<file path="src/rtl/ps2_pkg.sv">
// ps2_pkg: shared scan-code constants and controller state encoding
package ps2_pkg;
   localparam logic [7:0] SC_EXT = 8'hE0;
   localparam logic [7:0] SC_BRK = 8'hF0;
   typedef enum logic [1:0] {IDLE, POP, SETTLE} state_t;
endpackage

</file>
<file path="src/rtl/ps2_scan_ctrl_if.sv">
// ps2_scan_ctrl_if: keyboard FIFO handshake, decoded key events and status
interface ps2_scan_ctrl_if #(parameter int CNT_W = 8);
   logic [7:0]       kb_data;
   logic             kb_ready;
   logic             kb_overflow;
   logic             nextdata_n;
   logic             evt_valid;
   logic [7:0]       evt_code;
   logic             evt_ext;
   logic             evt_make;
   logic             evt_repeat;
   logic [7:0]       held_code;
   logic             held_ext;
   logic             key_down;
   logic [CNT_W-1:0] press_cnt;
   logic             ovf_sticky;
   logic             ovf_clr;
   modport master (
      input  kb_data, kb_ready, kb_overflow, ovf_clr,
      output nextdata_n, evt_valid, evt_code, evt_ext, evt_make, evt_repeat,
             held_code, held_ext, key_down, press_cnt, ovf_sticky
   );
   modport slave (
      output kb_data, kb_ready, kb_overflow, ovf_clr,
      input  nextdata_n, evt_valid, evt_code, evt_ext, evt_make, evt_repeat,
             held_code, held_ext, key_down, press_cnt, ovf_sticky
   );
endinterface

</file>
<file path="src/rtl/ps2_evt_decode.sv">
// ps2_evt_decode: classifies a scan byte and computes next prefix/held-key state
module ps2_evt_decode
   import ps2_pkg::*;
(
   input  logic [7:0] data,
   input  logic       ext,
   input  logic       brk,
   input  logic [7:0] held_code,
   input  logic       held_ext,
   input  logic       key_down,
   output logic       evt,
   output logic       make,
   output logic       rpt,
   output logic       inc,
   output logic       ext_nxt,
   output logic       brk_nxt,
   output logic [7:0] held_code_nxt,
   output logic       held_ext_nxt,
   output logic       key_down_nxt
);
   logic pfx_e, pfx_b, match;
   // Prefix bytes only update flags; anything else is a release, repeat or press
   always_comb begin
      pfx_e         = data == SC_EXT;
      pfx_b         = data == SC_BRK;
      match         = data == held_code && ext == held_ext;
      evt           = !pfx_e && !pfx_b;
      make          = !brk;
      rpt           = evt && !brk && key_down && match;
      inc           = evt && !brk && !rpt;
      ext_nxt       = pfx_e ? 1'b1 : evt ? 1'b0 : ext;
      brk_nxt       = pfx_b ? 1'b1 : evt ? 1'b0 : brk;
      held_code_nxt = inc ? data : held_code;
      held_ext_nxt  = inc ? ext : held_ext;
      key_down_nxt  = inc ? 1'b1 : (evt && brk && match) ? 1'b0 : key_down;
   end
endmodule

</file>
<file path="src/rtl/ps2_scan_ctrl.sv">
// ps2_scan_ctrl: pops PS/2 scan bytes from a keyboard FIFO and decodes key events
module ps2_scan_ctrl #(
   parameter int CNT_W  = 8,
   parameter int SETTLE = 1
) (
   input logic            clk,
   input logic            resetn,
   ps2_scan_ctrl_if.master bus
);
   import ps2_pkg::*;
   localparam int SW = $clog2(SETTLE + 2);
   state_t           state, state_nxt;
   logic [SW-1:0]    cnt;
   logic [7:0]       data_q;
   logic             ext, brk;
   logic [7:0]       held_code;
   logic             held_ext, key_down;
   logic [CNT_W-1:0] press_cnt;
   logic             ovf_sticky;
   logic             evt_valid, evt_ext, evt_make, evt_repeat;
   logic [7:0]       evt_code;
   logic             pop, ovf_rise;
   logic             d_evt, d_make, d_rpt, d_inc, d_ext, d_brk, d_held_ext, d_key_down;
   logic [7:0]       d_held_code;
   ps2_evt_decode u_dec (
      .data(data_q),
      .ext(ext),
      .brk(brk),
      .held_code(held_code),
      .held_ext(held_ext),
      .key_down(key_down),
      .evt(d_evt),
      .make(d_make),
      .rpt(d_rpt),
      .inc(d_inc),
      .ext_nxt(d_ext),
      .brk_nxt(d_brk),
      .held_code_nxt(d_held_code),
      .held_ext_nxt(d_held_ext),
      .key_down_nxt(d_key_down)
   );
   // Next state: one pop per byte, then a fixed settle window before sampling ready again
   always_comb begin
      pop       = state == POP;
      ovf_rise  = bus.kb_overflow && !ovf_sticky;
      state_nxt = state == IDLE ? (bus.kb_ready ? POP : IDLE)
                : state == POP  ? (SETTLE == 0 ? IDLE : ps2_pkg::SETTLE)
                : (cnt == SW'(SETTLE - 1) ? IDLE : ps2_pkg::SETTLE);
   end
   // State register and inline settle counter
   always_ff @(posedge clk) begin
      if (!resetn) begin
         state <= IDLE;
         cnt   <= '0;
      end else begin
         state <= state_nxt;
         cnt   <= state == ps2_pkg::SETTLE ? cnt + 1'b1 : '0;
      end
   end
   // Latch the FIFO head byte when leaving IDLE
   always_ff @(posedge clk) begin
      if (!resetn) data_q <= '0;
      else if (state == IDLE && bus.kb_ready) data_q <= bus.kb_data;
   end
   // Commit decode results, event outputs, press counter and overflow flag
   always_ff @(posedge clk) begin
      if (!resetn) begin
         evt_valid  <= 1'b0;
         evt_code   <= '0;
         evt_ext    <= 1'b0;
         evt_make   <= 1'b0;
         evt_repeat <= 1'b0;
         held_code  <= '0;
         held_ext   <= 1'b0;
         key_down   <= 1'b0;
         press_cnt  <= '0;
         ext        <= 1'b0;
         brk        <= 1'b0;
         ovf_sticky <= 1'b0;
      end else begin
         evt_valid <= pop && d_evt;
         if (pop && d_evt) begin
            evt_code   <= data_q;
            evt_ext    <= ext;
            evt_make   <= d_make;
            evt_repeat <= d_rpt;
         end
         if (pop) begin
            held_code <= d_held_code;
            held_ext  <= d_held_ext;
            key_down  <= d_key_down;
         end
         if (pop && d_inc) press_cnt <= press_cnt + 1'b1;
         ext        <= ovf_rise ? 1'b0 : pop ? d_ext : ext;
         brk        <= ovf_rise ? 1'b0 : pop ? d_brk : brk;
         ovf_sticky <= bus.kb_overflow || (ovf_sticky && !bus.ovf_clr);
      end
   end
   assign bus.nextdata_n = !pop;
   assign bus.evt_valid  = evt_valid;
   assign bus.evt_code   = evt_code;
   assign bus.evt_ext    = evt_ext;
   assign bus.evt_make   = evt_make;
   assign bus.evt_repeat = evt_repeat;
   assign bus.held_code  = held_code;
   assign bus.held_ext   = held_ext;
   assign bus.key_down   = key_down;
   assign bus.press_cnt  = press_cnt;
   assign bus.ovf_sticky = ovf_sticky;
endmodule
</file>
<file path="src/flat_wrapper.sv">
// flat-port wrapper written by rule: the top's interface ports become plain ports
module ps2_scan_ctrl_flat import ps2_pkg::*;
#(
   parameter int CNT_W  = 8,
   parameter int SETTLE = 1
)
  (clk, resetn, bus_kb_data, bus_kb_ready, bus_kb_overflow, bus_ovf_clr, bus_nextdata_n, bus_evt_valid, bus_evt_code, bus_evt_ext, bus_evt_make, bus_evt_repeat, bus_held_code, bus_held_ext, bus_key_down, bus_press_cnt, bus_ovf_sticky);
  ps2_scan_ctrl_if #(.CNT_W(CNT_W)) bus_i ();
  input logic clk;
  input logic resetn;
  input wire logic [$bits(bus_i.kb_data)-1:0] bus_kb_data;
  input wire logic [$bits(bus_i.kb_ready)-1:0] bus_kb_ready;
  input wire logic [$bits(bus_i.kb_overflow)-1:0] bus_kb_overflow;
  input wire logic [$bits(bus_i.ovf_clr)-1:0] bus_ovf_clr;
  output wire logic [$bits(bus_i.nextdata_n)-1:0] bus_nextdata_n;
  output wire logic [$bits(bus_i.evt_valid)-1:0] bus_evt_valid;
  output wire logic [$bits(bus_i.evt_code)-1:0] bus_evt_code;
  output wire logic [$bits(bus_i.evt_ext)-1:0] bus_evt_ext;
  output wire logic [$bits(bus_i.evt_make)-1:0] bus_evt_make;
  output wire logic [$bits(bus_i.evt_repeat)-1:0] bus_evt_repeat;
  output wire logic [$bits(bus_i.held_code)-1:0] bus_held_code;
  output wire logic [$bits(bus_i.held_ext)-1:0] bus_held_ext;
  output wire logic [$bits(bus_i.key_down)-1:0] bus_key_down;
  output wire logic [$bits(bus_i.press_cnt)-1:0] bus_press_cnt;
  output wire logic [$bits(bus_i.ovf_sticky)-1:0] bus_ovf_sticky;
  assign bus_i.kb_data = bus_kb_data;
  assign bus_i.kb_ready = bus_kb_ready;
  assign bus_i.kb_overflow = bus_kb_overflow;
  assign bus_i.ovf_clr = bus_ovf_clr;
  assign bus_nextdata_n = bus_i.nextdata_n;
  assign bus_evt_valid = bus_i.evt_valid;
  assign bus_evt_code = bus_i.evt_code;
  assign bus_evt_ext = bus_i.evt_ext;
  assign bus_evt_make = bus_i.evt_make;
  assign bus_evt_repeat = bus_i.evt_repeat;
  assign bus_held_code = bus_i.held_code;
  assign bus_held_ext = bus_i.held_ext;
  assign bus_key_down = bus_i.key_down;
  assign bus_press_cnt = bus_i.press_cnt;
  assign bus_ovf_sticky = bus_i.ovf_sticky;
  ps2_scan_ctrl #(.CNT_W(CNT_W), .SETTLE(SETTLE)) u_core (.clk(clk), .resetn(resetn), .bus(bus_i));
endmodule
</file>
<file path="config.mk">
export PLATFORM = sky130hd
export DESIGN_NAME = ps2_scan_ctrl_flat
export DESIGN_NICKNAME = d
export VERILOG_FILES = /design/src/rtl/ps2_pkg.sv /design/src/rtl/ps2_scan_ctrl_if.sv /design/src/rtl/ps2_evt_decode.sv /design/src/rtl/ps2_scan_ctrl.sv /design/src/flat_wrapper.sv
export SDC_FILE = /design/constraint.sdc
export NUM_CORES = 1
export LEC_CHECK = 0
export ABC_AREA = 1
export BUFFER_PORTS_ARGS = -buffer_cell sky130_fd_sc_hd__buf_4
export CORE_ASPECT_RATIO = 0.8
export CORE_MARGIN = 2
export CORE_UTILIZATION = 53
export DETAILED_ROUTE_END_ITERATION = 10
export PLACE_DENSITY = 0.78
export SKIP_CTS_REPAIR_TIMING = 1
export SYNTH_ARGS = -nofsm -noshare
export SYNTH_HDL_FRONTEND = slang
export SYNTH_SLANG_ARGS = --single-unit
</file>
<file path="constraint.sdc">
create_clock -name clk -period 1.7 [get_ports clk]
set_input_delay 0.17 -clock clk [delete_from_list [all_inputs] [get_ports clk]]
set_output_delay 0.17 -clock clk [all_outputs]
set_load 0.005 [all_outputs]
</file>
==> results.rst <==
.. list-table::
   :header-rows: 1

   * - Metric
     - Value
   * - Maximum number of buffers from clock root to sink
     - 2
   * - Number of placement rows
     - 19
   * - Final design area excluding fillers
     - approximately 2500 µm²
   * - Relative slew slack
     - around three quarters
   * - Iteration-0 DRC Markers
     - 111
   * - Worst setup path category
     - flop to flop
   * - Clk slew on worst S/H paths
     - approximately 0.09 ns
   * - Status
     - complete, no violations
   * - Data arrival time of the worst path
     - 1.76 ns
   * - Minimum setup slack in the final design
     - between 0.15 and 0.2 ns
   * - Total via count in the routed design
     - about 1800
   * - Library cell with the largest summed area after synthesis
     - dfxtp_1
   * - Net total in the final layout
     - 322
   * - Combinational power share
     - between 15 and 20%
   * - DP Area
     - approximately 2400 µm²
   * - Final hold violations
     - 0
   * - Worst-case register-to-register setup slack
     - around 0.18 ns
   * - Number of input and output port buffers inserted
     - 44
   * - Power spent charging and discharging nets
     - just over 0.6 mW
   * - DRC violation count after routing
     - 0
   * - Antenna violations before repair
     - 0
   * - Highest clock rate
     - between 0.6 and 0.7 GHz
   * - Hpwl dp
     - 3.23 mm
   * - Worst Path Max Fanout
     - 8
   * - Most used cells in the layout excluding fill and tap cells
     - buf_4 (50), nor2_1 (46), dfxtp_1 (45)
   * - Post-synth net total
     - 272
   * - Worst Setup End Kind
     - flop
   * - Number of primary I/O pins
     - 45
   * - Peak supply drop
     - between 600 and 700 µV
   * - Max-slew violations
     - 0
   * - Post-synth top area share
     - about 46%
   * - Share of synthesized area occupied by flip-flops and latches
     - between 40 and 50%
   * - Internal
     - 1.57 mW
   * - Source of the worst register-to-register timing path
     - u_core.data_q[0]
   * - FF-to-FF path depth
     - 10
   * - Syn avg cell area
     - a little under 8 µm²
   * - Sequential share of power
     - 53.8%
   * - Number of clock sinks seen by CTS
     - 45
   * - Leading cell types by total area after synthesis
     - dfxtp_1 (46%), nor2_1 (8.7%), nand2_1 (8.4%)
   * - Setup repair after global routing missed its margin
     - no
   * - Yosys reg bits
     - 45
   * - Number of distinct library cells after synthesis
     - 27
   * - Post-Place Worst Slack
     - a little over 0.2 ns
   * - Via-per-instance ratio
     - 5.12
   * - # H-tree levels
     - 2
   * - Post-route clock period utilization
     - between 80 and 90%
   * - Layout Area Growth over Synthesis
     - 24.6%
   * - Global-route wire length before repair
     - 7.27 mm
   * - Share of total power in the clock network
     - 29.9%
   * - Switching fraction of total power
     - around 28%
   * - Worst min-delay path startpoint
     - bus_kb_overflow
   * - Req. time, crit path
     - between 1.5 and 2 ns
   * - Die Y
     - just under 60 µm
   * - Floorplan die width
     - approximately 72 µm
   * - Startpoint type of the worst setup path
     - flop
   * - GRT Overall Usage
     - 22.1%
   * - Total leakage power
     - around 1.1 nW
   * - TritonCTS clock tree
     - built
   * - CORE AREA
     - 3490 µm²
   * - Initial Util
     - a little under three fifths
   * - Number of inserted diodes
     - 0
   * - Most frequent standard cell in the layout excluding fill and tap cells
     - buf_4
   * - Hold path depth
     - 2
   * - Routability cong.
     - 0.819
   * - Overflow left after global routing
     - 0
   * - ANT nets after route
     - 0
   * - Yosys warning total
     - 0
   * - Area of the die
     - 4240 µm²
   * - Vias in the first global route
     - around 1600
   * - Fraction of layout instances using a drive strength above 1
     - 23.7%
   * - Reg-to-reg critical path endpoint
     - u_core.bus.held_code[6]
   * - Number of buffers inserted during clock tree synthesis
     - 5
   * - Final TNS setup
     - 0 ns
   * - Clock skew
     - approximately 0.0087 ns
   * - Clk Tree Root Cell
     - clkbuf_8
   * - Post-Synthesis Cell Area
     - 1980 µm²
   * - Worst hold path type
     - input port to flop
   * - Post-route minimum period
     - approximately 1.5 ns
   * - Routed WL per cell
     - 12.3 µm
   * - DRT Wirelength
     - roughly 4.3 mm
   * - Worst min-delay path endpoint
     - u_core.brk
   * - Clk_lat worst skew
     - approximately 0.3 ns
   * - Pin count of the biggest net entering global routing
     - 26
   * - First-pass iteration count of the detailed router
     - 4
   * - Power per standard cell area
     - ~880 nW/µm²
   * - Synthesized instance count
     - between 200 and 300
   * - Worst slew pin tran
     - ~0.4 ns
   * - Maximum Capacitance Violations
     - 0
   * - Setup violators final
     - 0
## cell families after synthesis
group | share of synthesized area (%)
XOR/XNOR | 4.87
adder cells (fa/ha/maj) | 1.27
flip-flops | 45.6
AND/OR/NAND/NOR | 29.4
buffers and inverters | 7.66
AO/OA/AOI/OAI | 11.3
## critical path, cell delays in order (launching register included)
cell and delay (ns):
dfxtp_1 0.35, inv_1 0.15, nand2_1 0.07, nand2_1 0.05, nand3_1 0.07, nor2_1 0.22
nand3_4 0.13, buf_4 0.19, nand3_1 0.08, nand2_1 0.06, nor2_1 0.10
## stage by stage
stage / total power, mW / utilization [%] / std cells / hold WS, ns
global route: 2.30 / 70.5 / 350 / 0.0546
floorplan: 1.40 / - / 257 / 0.264
global placement: 1.54 / 67.9 / 342 / 0.367
finish: 2.17 / 70.5 / 350 / 0.0629
CTS: 2.20 / 70.5 / 350 / 0.0512
detailed placement: 1.55 / 67.9 / 342 / 0.376
## worst max-delay path by stage
stage / slack [ns] / depth (start not counted) / from / to
final: 0.18 / 10 / u_core.data_q[0] / u_core.bus.held_code[6]
after global routing: 0.02 / 10 / u_core.data_q[0] / u_core.bus.held_code[1]
after CTS: 0.16 / 10 / u_core.data_q[0] / u_core.bus.held_code[6]
after detailed placement: 0.20 / 10 / u_core.data_q[0] / u_core.bus.held_code[3]
after global placement: 0.21 / 10 / u_core.data_q[0] / u_core.bus.held_code[3]
after floorplan: 0.37 / 8 / u_core.data_q[5] / u_core.bus.press_cnt[1]
## cells in the mapped netlist (all sizes together)
| cell type | instances |
|---|---|
| a211oi | 11 |
| a21oi | 18 |
| buf | 5 |
| clkbuf | 3 |
| clkinv | 1 |
| dfxtp | 45 |
| ha | 2 |
| inv | 25 |
| nand2 | 48 |
| nand3 | 24 |
| nand3b | 1 |
| nand4 | 2 |
| nor2 | 49 |
| nor3 | 2 |
| o21ai | 10 |
| xnor2 | 8 |
| xor2 | 3 |
## final cells by class
cell class	count	area [µm²]
clock buffer	5	68.8
clock inverter	3	21.3
fill	303	1030
inverter	26	100
multi-input combinational	178	925
sequential	45	901
tap	42	52.6
timing repair buffer	51	395
## sequential cells by signal, summed over array words and instances, names as in the netlist, 2 cells and up
register and count:
u_core.bus.press_cnt 8, u_core.bus.held_code 8, u_core.bus.evt_code 8, u_core.cnt 2, u_core.state 2, u_core.data_q 8
## power groups by stage
stage	clock network [mW]	logic, mW	registers [mW]
3_5_place_dp	0	0.354	1.19
6_report	0.651	0.354	1.17
3_3_place_gp	0	0.350	1.19
5_1_grt	0.722	0.400	1.18
4_1_cts	0.673	0.356	1.17
2_1_floorplan	0	0.216	1.19
## metal layers
layer / GRT usage, % / routed length [µm] / vias up / part of all wire (%)
met4: 6.47 / 16 / 0 / 0.37
met3: 4.97 / 301 / 2 / 7.0
met1: 32.4 / 2130 / 809 / 50
li1: - / - / 934 / -
met2: 32.8 / 1840 / 47 / 43
met5: 0 / 0 / - / 0
Power figures use the tool's default switching activity.
